`src/rtl/jedro_1_operand_fetch.sv`:
```
// Operand fetch stage for a single-port register file.
// A request latches rs1/rs2 addresses, reads rs1 then (optionally) rs2 through
// the shared port, and presents both operands until the consumer accepts them.
// Writebacks share the same port and are only accepted when the port is idle
// (IDLE or VALID); while VALID, a matching writeback is forwarded into the
// held operands so the consumer never sees a stale value.
//
// Handshake rule for all three interfaces: a transfer happens on a rising
// clk_i edge where valid and ready are both high; valid and its payload are
// held by the sender until that edge, and ready never depends on the
// sender's payload.
module jedro_1_operand_fetch #(
  parameter int DATA_WIDTH = 32,
  parameter int ADDR_WIDTH = 5
) (
  input  logic                  clk_i,
  input  logic                  rstn_i,
  input  logic                  req_valid_i,
  output logic                  req_ready_o,
  input  logic [ADDR_WIDTH-1:0] rs1_addr_i,
  input  logic [ADDR_WIDTH-1:0] rs2_addr_i,
  input  logic                  use_rs2_i,
  output logic                  op_valid_o,
  input  logic                  op_ready_i,
  output logic [DATA_WIDTH-1:0] rs1_data_o,
  output logic [DATA_WIDTH-1:0] rs2_data_o,
  input  logic                  wb_valid_i,
  output logic                  wb_ready_o,
  input  logic [ADDR_WIDTH-1:0] wb_addr_i,
  input  logic [DATA_WIDTH-1:0] wb_data_i,
  output logic [ADDR_WIDTH-1:0] rf_addr_o,
  output logic [DATA_WIDTH-1:0] rf_data_o,
  output logic                  rf_we_o,
  input  logic [DATA_WIDTH-1:0] rf_data_i,
  output logic [2:0]            state_dbg_o
);

  typedef enum logic [2:0] {
    IDLE  = 3'd0,
    RD1   = 3'd1,
    RD2   = 3'd2,
    CAP2  = 3'd3,
    VALID = 3'd4
  } state_e;

  state_e                  state_q, state_d;
  logic [ADDR_WIDTH-1:0]   rs1_addr_q, rs1_addr_d;
  logic [ADDR_WIDTH-1:0]   rs2_addr_q, rs2_addr_d;
  logic                    use_rs2_q, use_rs2_d;
  logic [DATA_WIDTH-1:0]   rs1_data_q, rs1_data_d;
  logic [DATA_WIDTH-1:0]   rs2_data_q, rs2_data_d;
  logic                    req_hs;
  logic                    wb_hs;
  logic                    wb_nonzero;

  // Handshake qualifiers; writeback has priority over a request in IDLE.
  assign req_ready_o = (state_q == IDLE) & ~wb_valid_i;
  assign wb_ready_o  = (state_q == IDLE) | (state_q == VALID);
  assign req_hs      = req_valid_i & req_ready_o;
  assign wb_hs       = wb_valid_i & wb_ready_o;
  assign wb_nonzero  = (wb_addr_i != '0);

  assign op_valid_o  = (state_q == VALID);
  assign rs1_data_o  = rs1_data_q;
  assign rs2_data_o  = rs2_data_q;
  assign state_dbg_o = state_q;

  // Next-state logic: fixed read sequence, rs2 read skipped when not needed.
  always_comb begin
    state_d = state_q;
    case (state_q)
      IDLE:    if (req_hs) state_d = RD1;
      RD1:     state_d = RD2;
      RD2:     state_d = use_rs2_q ? CAP2 : VALID;
      CAP2:    state_d = VALID;
      VALID:   if (op_ready_i) state_d = IDLE;
      default: state_d = IDLE;
    endcase
  end

  // Register-file port mux: writeback owns the port whenever it is accepted;
  // otherwise the read sequence drives the address and writes stay off.
  always_comb begin
    rf_addr_o = '0;
    rf_data_o = '0;
    rf_we_o   = 1'b0;
    if (wb_hs) begin
      rf_addr_o = wb_addr_i;
      rf_data_o = wb_data_i;
      rf_we_o   = wb_nonzero;
    end else begin
      case (state_q)
        RD1:     rf_addr_o = rs1_addr_q;
        RD2:     rf_addr_o = use_rs2_q ? rs2_addr_q : '0;
        default: rf_addr_o = '0;
      endcase
    end
  end

  // Datapath: latch addresses on accept, capture read data (x0 reads as 0),
  // and forward matching writebacks into the held operands while VALID.
  always_comb begin
    rs1_addr_d = rs1_addr_q;
    rs2_addr_d = rs2_addr_q;
    use_rs2_d  = use_rs2_q;
    rs1_data_d = rs1_data_q;
    rs2_data_d = rs2_data_q;
    case (state_q)
      IDLE: begin
        if (req_hs) begin
          rs1_addr_d = rs1_addr_i;
          rs2_addr_d = rs2_addr_i;
          use_rs2_d  = use_rs2_i;
        end
      end
      RD2: begin
        rs1_data_d = (rs1_addr_q == '0) ? '0 : rf_data_i;
        if (!use_rs2_q) rs2_data_d = '0;
      end
      CAP2: begin
        rs2_data_d = (rs2_addr_q == '0) ? '0 : rf_data_i;
      end
      VALID: begin
        if (wb_hs && wb_nonzero) begin
          if (wb_addr_i == rs1_addr_q) rs1_data_d = wb_data_i;
          if (use_rs2_q && (wb_addr_i == rs2_addr_q)) rs2_data_d = wb_data_i;
        end
      end
      default: ;
    endcase
  end

  // State and datapath registers with asynchronous active-low clear.
  always_ff @(posedge clk_i or negedge rstn_i) begin
    if (!rstn_i) begin
      state_q    <= IDLE;
      rs1_addr_q <= '0;
      rs2_addr_q <= '0;
      use_rs2_q  <= 1'b0;
      rs1_data_q <= '0;
      rs2_data_q <= '0;
    end else begin
      state_q    <= state_d;
      rs1_addr_q <= rs1_addr_d;
      rs2_addr_q <= rs2_addr_d;
      use_rs2_q  <= use_rs2_d;
      rs1_data_q <= rs1_data_d;
      rs2_data_q <= rs2_data_d;
    end
  end

endmodule

```
`config.mk`:
```
export PLATFORM = sky130hd
export DESIGN_NAME = jedro_1_operand_fetch
export DESIGN_NICKNAME = d
export VERILOG_FILES = /design/src/rtl/jedro_1_operand_fetch.sv
export SDC_FILE = /design/constraint.sdc
export NUM_CORES = 1
export LEC_CHECK = 0
export ABC_CLOCK_PERIOD_IN_PS = 2500
export BUFFER_PORTS_ARGS = -buffer_cell sky130_fd_sc_hd__buf_2
export CORE_ASPECT_RATIO = 0.75
export CORE_MARGIN = 4
export CORE_UTILIZATION = 36
export CTS_CLUSTER_DIAMETER = 120
export DETAILED_ROUTE_END_ITERATION = 8
export SETUP_SLACK_MARGIN = 0.3
export SLEW_MARGIN = 10
export SYNTH_ARGS = -nofsm -noshare
export SYNTH_HDL_FRONTEND = slang
export SYNTH_SLANG_ARGS = --single-unit
```
`constraint.sdc`:
```
create_clock -name clk_i -period 2.5 [get_ports clk_i]
set_clock_uncertainty 0.1 [all_clocks]
set_input_delay 0.375 -clock clk_i [delete_from_list [all_inputs] [get_ports clk_i]]
set_output_delay 0.375 -clock clk_i [all_outputs]
set_load 0.02 [all_outputs]
```
=== Word-level counts from Yosys, hierarchy flattened ===
Index checks and enable logic that the tools add are counted.

* Bits in registers: 78
* Bits of input ports: 85
* Output and inout port bits: 108
* Word-level logic and storage cells: 53

* Equal/unequal tests: 12
* Multiplexer cells: 18
* Bitwise operators: 5
* Reduce and logical (&&, ||, !) cells: 12

{| class="wikitable"
|+ Operator list
! kind !! count
|-
| 2-to-1 mux 32 bit || 8
|-
| one-hot mux 32 bit (3 select lines) || 1
|-
| one-hot mux 32 bit (2 select lines) || 1
|-
| one-hot mux 3 bit (5 select lines) || 1
|-
| equality test 5 bit || 2
|-
| logical NOT 5 bit || 2
|-
| 2-to-1 mux 5 bit || 2
|-
| one-hot mux 5 bit (2 select lines) || 1
|-
| 2-to-1 mux 3 bit || 3
|-
| != test 2 x 1 -> 1 bit, second input constant || 4
|-
| equality test 3 x 2 -> 1 bit, second input constant || 2
|-
| nonzero test 5 bit || 1
|-
| != test 2 bit, second input constant || 2
|-
| AND reduction 2 bit || 2
|-
| AND reduction 4 bit || 1
|-
| AND 1 bit || 3
|-
| equality test 3 x 1 -> 1 bit, second input constant || 1
|-
| equality test 3 bit, second input constant || 1
|-
| logical NOT 3 bit || 1
|-
| AND reduction 3 bit || 1
|-
| nonzero test 3 bit || 1
|-
| logical AND 1 bit || 2
|-
| nonzero test 2 bit || 1
|-
| 2-to-1 mux 1 bit || 1
|-
| 2 further kinds || 2
|}

=== Logic depth before layout (Yosys ltp) ===
* Word-level depth: 6
* Depth in mapped cells: 7
* Depth with buffers taken out: 6

=== Worst setup path after synthesis ===
Ideal clock, no wire load.

* Path kind: reg-to-reg
* Start point: register state_q[1], in the netlist state_dbg_o[1]
* End point: register rs2_data_q[0], in the netlist rs2_data_o[0]
* Arrival time: 2,117 ps
* Path slack: 158 ps
* Cell stages (with the launch flop): 8
* Clock period less this slack: 2,342 ps
* Path through: dfrtp_1 nor2_1 nand2_1 inv_2 o211ai_1 o31ai_2 buf_2 mux2_2

* Word-level cells in the longest chain between the ends: 6
* Elaborated cells on any way between the ends: 13
* Those cells by class: eq/ne (6); mux (1); bitwise (2); reduce/logical (4)

{| class="wikitable"
|+ Ends and longest elaborated chain
! element !! line !! source
|-
| start, declared || 46 || <nowiki>state_e state_q, state_d;</nowiki>
|-
| start signal, assigned || 143 || <nowiki>state_q <= state_d;</nowiki>
|-
| equality test 3 bit or logical NOT 3 bit (tied branches) || 58 || <nowiki>assign wb_ready_o = (state_q == IDLE) | (state_q == VALID);</nowiki>
|-
| bitwise OR 1 bit (*) || 58 ||
|-
| net wb_ready_o || 28 || <nowiki>output logic wb_ready_o,</nowiki>
|-
| AND 1 bit (*) || 60 || <nowiki>assign wb_hs = wb_valid_i & wb_ready_o;</nowiki>
|-
| logical AND 1 bit (*) || 124 || <nowiki>if (wb_hs && wb_nonzero) begin</nowiki>
|-
| != test 2 x 1 -> 1 bit (no source line) (*) || n/a ||
|-
| AND reduction 4 bit (no source line) (*) || n/a ||
|-
| end signal, assigned || 148 || <nowiki>rs2_data_q <= rs2_data_d;</nowiki>
|-
| end, declared || 51 || <nowiki>logic [DATA_WIDTH-1:0] rs2_data_q, rs2_data_d;</nowiki>
|}

Mark *: on every way through the listed nets, which the timed path passes. The rest lies on a longest branch.
A chain may end at the register's enable or synchronous reset.

=== Worst setup path after layout ===
* Start point: register state_q[1], in the netlist state_dbg_o[1]
* End point: register rs2_data_q[16], in the netlist rs2_data_o[16]

* Word-level cells in the longest chain between the ends: 6
* Elaborated cells on any way between the ends: 13
* Those cells by class: eq/ne (6); mux (1); bitwise (2); reduce/logical (4)

{| class="wikitable"
|+ Ends and longest elaborated chain
! element !! line
|-
| equality test 3 bit or logical NOT 3 bit (tied branches) || 58, 108
|-
| bitwise OR 1 bit || 58
|-
| AND 1 bit || 60
|-
| logical AND 1 bit || 124
|-
| != test 2 x 1 -> 1 bit (no source line) || n/a
|-
| AND reduction 4 bit (no source line) || n/a
|}

Several ways; a longest one is shown, not always the timed one.

==> results.yml <==
status:
  outcome: "complete, no violations"
yosys:
  count_of_mapped_cells_out_of_synthesis: 329
  yosys.cell_types.count: 30
  synth.cells.most_frequent: "78 x sky130_fd_sc_hd__dfrtp_1, 64 x sky130_fd_sc_hd__a22o_1, 45 x sky130_fd_sc_hd__mux2_2"
  synth_area_leaders: "sky130_fd_sc_hd__dfrtp_1 48%, sky130_fd_sc_hd__a22o_1 14%, sky130_fd_sc_hd__mux2_2 13%"
  yosysSeqAreaShare: 0.483
  synth_top_area_share: 0.483
  ys_seq_elements: 78
  post_synth_instance_area_um2: 4040
  avgSynthCellArea_um2: 12.3
  count_of_synthesis_stage_warnings_from_yosys: 0
  dominantRegCellSynth: "sky130_fd_sc_hd__dfrtp_1"
  mappedNetlistNets: 414
  async_flop_share: 1.00
  synth_largest_area_cell: "sky130_fd_sc_hd__dfrtp_1"
  yosys.cell_count.top_type: "sky130_fd_sc_hd__dfrtp_1"
  synth-edff-count: 0
die:
  num_rows: 33
  initial_utilization: 0.369
  design.die.area_um2: 13000
  die_ht_um: 99.7
  core_area_um2: 10900
  die-width_um: 130
  top_level_ports: 193
timing:
  timing.setup.tns_ns: 0
  finalHoldWorstSlack_ns: 0.172
  fmax_mhz: 446
  final_period_demand_of_the_worst_path_ns: 2.24
  rsz0062_at_grt: "true"
  max_slew_margin: 0.590
  slew_viol_final: 0
  post-route-period-util: 0.897
  worst_pin_slew_ns: 0.614
  setup_failing_eps_final: 0
  hold_violations: 0
finish:
  syn_to_final_growth_pct: 46.5
  post-route-cell-area_um2: 5920
  drive_gt1_frac: 0.544
  layout.filler_cells: 976
  fin_nets: 619
  antenna_cells_inserted: 0
worst_hold_path:
  worstHoldPathType: "in2reg"
  holdCritStartpoint: "rs1_addr_i[3]"
setup_path:
  worstPathArrival_ns: 2.36
  worst_setup_path_startpoint: "state_dbg_o[1]$_DFFE_PN0P_"
  critical_path_maximum_fanout: 9
  crit-reg2reg-launch: "state_dbg_o[1]$_DFFE_PN0P_"
  critPathCaptureType: "flop"
  required_ns: 2.61
  path_class: "reg2reg"
  worst_setup_path_start_kind: "flop"
cts:
  cts_inserted_buffers: 9
  ctsLongestPathBuffers: 2
  numClockSinks: 78
  cts_tree: "done"
  cts.reportedPaths.clkPinSlew_ns: 0.06
  h-tree-depth: 3
  clock-root-buffer: "sky130_fd_sc_hd__clkbuf_16"
  clkLatencyLatePin_ns: 0.33
power:
  cellPowerDensity_nw_per_um2: 1300
  total_leakage_power_nw: 3.06
  totalPowerFinal_mw: 7.67
  peakVddDrop_mv: 0.553
place:
  placed_area_um2: 5210
  routabilityCongestion: 0.887
  portBuffers: 192
  hpwl_um: 8570
global_route:
  sum_of_overflow_across_all_layers_after_global_routing: 0
  initial_antenna_violation_count: 0
  track_usage: 0.193
  via_count_of_the_first_global_routing_pass: 3514
  grt_start_max_net_pins: 51
  grt_first_pass_wirelength_um: 19100
run:
  maxCapViolations: 0
route:
  route.detailed.drc: 0
  detail_route.wirelength_um: 13400
  drtPass1Iterations: 4
  postRouteAntennaNets: 0
  drtIter0Drc: 118
  dr_total_vias: 3551
  viasPerCell: 5.23
  drt-wirelength-per-cell_um: 19.8
## cell usage in the layout (no fill, tap or decap), drive strengths merged, types with 2 or more instances in the layout
master and count:
nor2 5, dfrtp 78, xor2 4, nor4 2, a21oi 3, o21ai 3
and2 32, inv 2, xnor2 6, nand2b 3, a22oi 5, clkbuf 14
nand2 13, a22o 64, clkinvlp 2, mux2 75, bufinv 3, buf 212
## area by class of cell
class / count / area (µm²) / share of cell area
sequential: 78 / 1950 / 0.330
inverter: 2 / 7.51 / 0.00127
tap: 140 / 175 / 0.0296
multi-input combinational: 226 / 2060 / 0.348
clock inverter: 6 / 110 / 0.0186
clock buffer: 10 / 229 / 0.0387
timing repair buffer: 217 / 1380 / 0.234
## layer usage
metal  track usage  routed length (µm)  up-vias
met5             0                   0        -
met2         0.318                6350      153
met3        0.0499                1130       17
li1              -                   -     1641
met4        0.0543                 181        0
met1         0.252                5760     1740
## kinds of logic after synthesis
| logic type | Yosys count | synth area share |
|---|---|---|
| AOI/OAI and AO/OA | 78 | 0.170 |
| DFF | 78 | 0.483 |
| muxes | 75 | 0.209 |
| and+or+nand+nor | 62 | 0.0855 |
| buffers and inverters | 26 | 0.0307 |
| xor gates and xnor gates | 10 | 0.0217 |
## flip-flops by register name (all words and copies together), names as in the netlist
register and count:
rs1_data_o 32, rs2_data_o 32, rs1_addr_q 5, rs2_addr_q 5, state_dbg_o 3, use_rs2_q 1
## repair_timing
action                                 in CTS  in global routing
gates resized for setup                    10                 48
endpoints found under the hold margin      28                  0
setup buffers                               2                  6
pin swaps                                   1                  2
gates cloned                                2                  4
setup endpoints to repair                  69                 85
hold buffers                                1                  0
## final timing paths
| check | end | slack (ns) | depth (start not counted) |
|---|---|---|---|
| worst min register to register | rs1_data_o[7]$_DFFE_PN0P_ | 0.39 | 1 |
| max in group asynchronous | state_dbg_o[1]$_DFFE_PN0P_ | 1.26 | 3 |
| worst max register to register | rs2_data_o[16]$_DFFE_PN0P_ | 0.26 | 8 |
| worst min-delay path | rs1_addr_q[3]$_DFFE_PN0P_ | 0.17 | 2 |
| min in group asynchronous | rs2_data_o[23]$_DFFE_PN0P_ | 0.42 | 2 |
| worst max-delay path | rs2_data_o[16]$_DFFE_PN0P_ | 0.26 | 8 |
## worst max-delay path: stages (launching register included)
cell                        delay [ns]
sky130_fd_sc_hd__dfrtp_2          0.48
sky130_fd_sc_hd__nor3b_4          0.29
sky130_fd_sc_hd__buf_4            0.16
sky130_fd_sc_hd__o21ai_2          0.05
sky130_fd_sc_hd__buf_4            0.14
sky130_fd_sc_hd__o31ai_4          0.24
sky130_fd_sc_hd__buf_6            0.17
sky130_fd_sc_hd__clkbuf_16        0.17
sky130_fd_sc_hd__mux2_2           0.33
## where the power goes
group          total, mW  switching (mW)  leakage (nW)  internal [mW]
Sequential          2.22           0.408         0.991           1.81
Combinational       3.96            2.20          1.92           1.76
Clock               1.49           0.519         0.159          0.974
## through the flow
step | cells | setup WS (ns) | utilization
2_1_floorplan | 329 | 0.314 | -
3_3_place_gp | 648 | 0.229 | 0.476
3_5_place_dp | 648 | 0.190 | 0.476
4_1_cts | 669 | 0.294 | 0.514
5_1_grt | 679 | 0.187 | 0.541
6_report | 679 | 0.257 | 0.541
No activity file was read; power rests on OpenSTA's default activity.
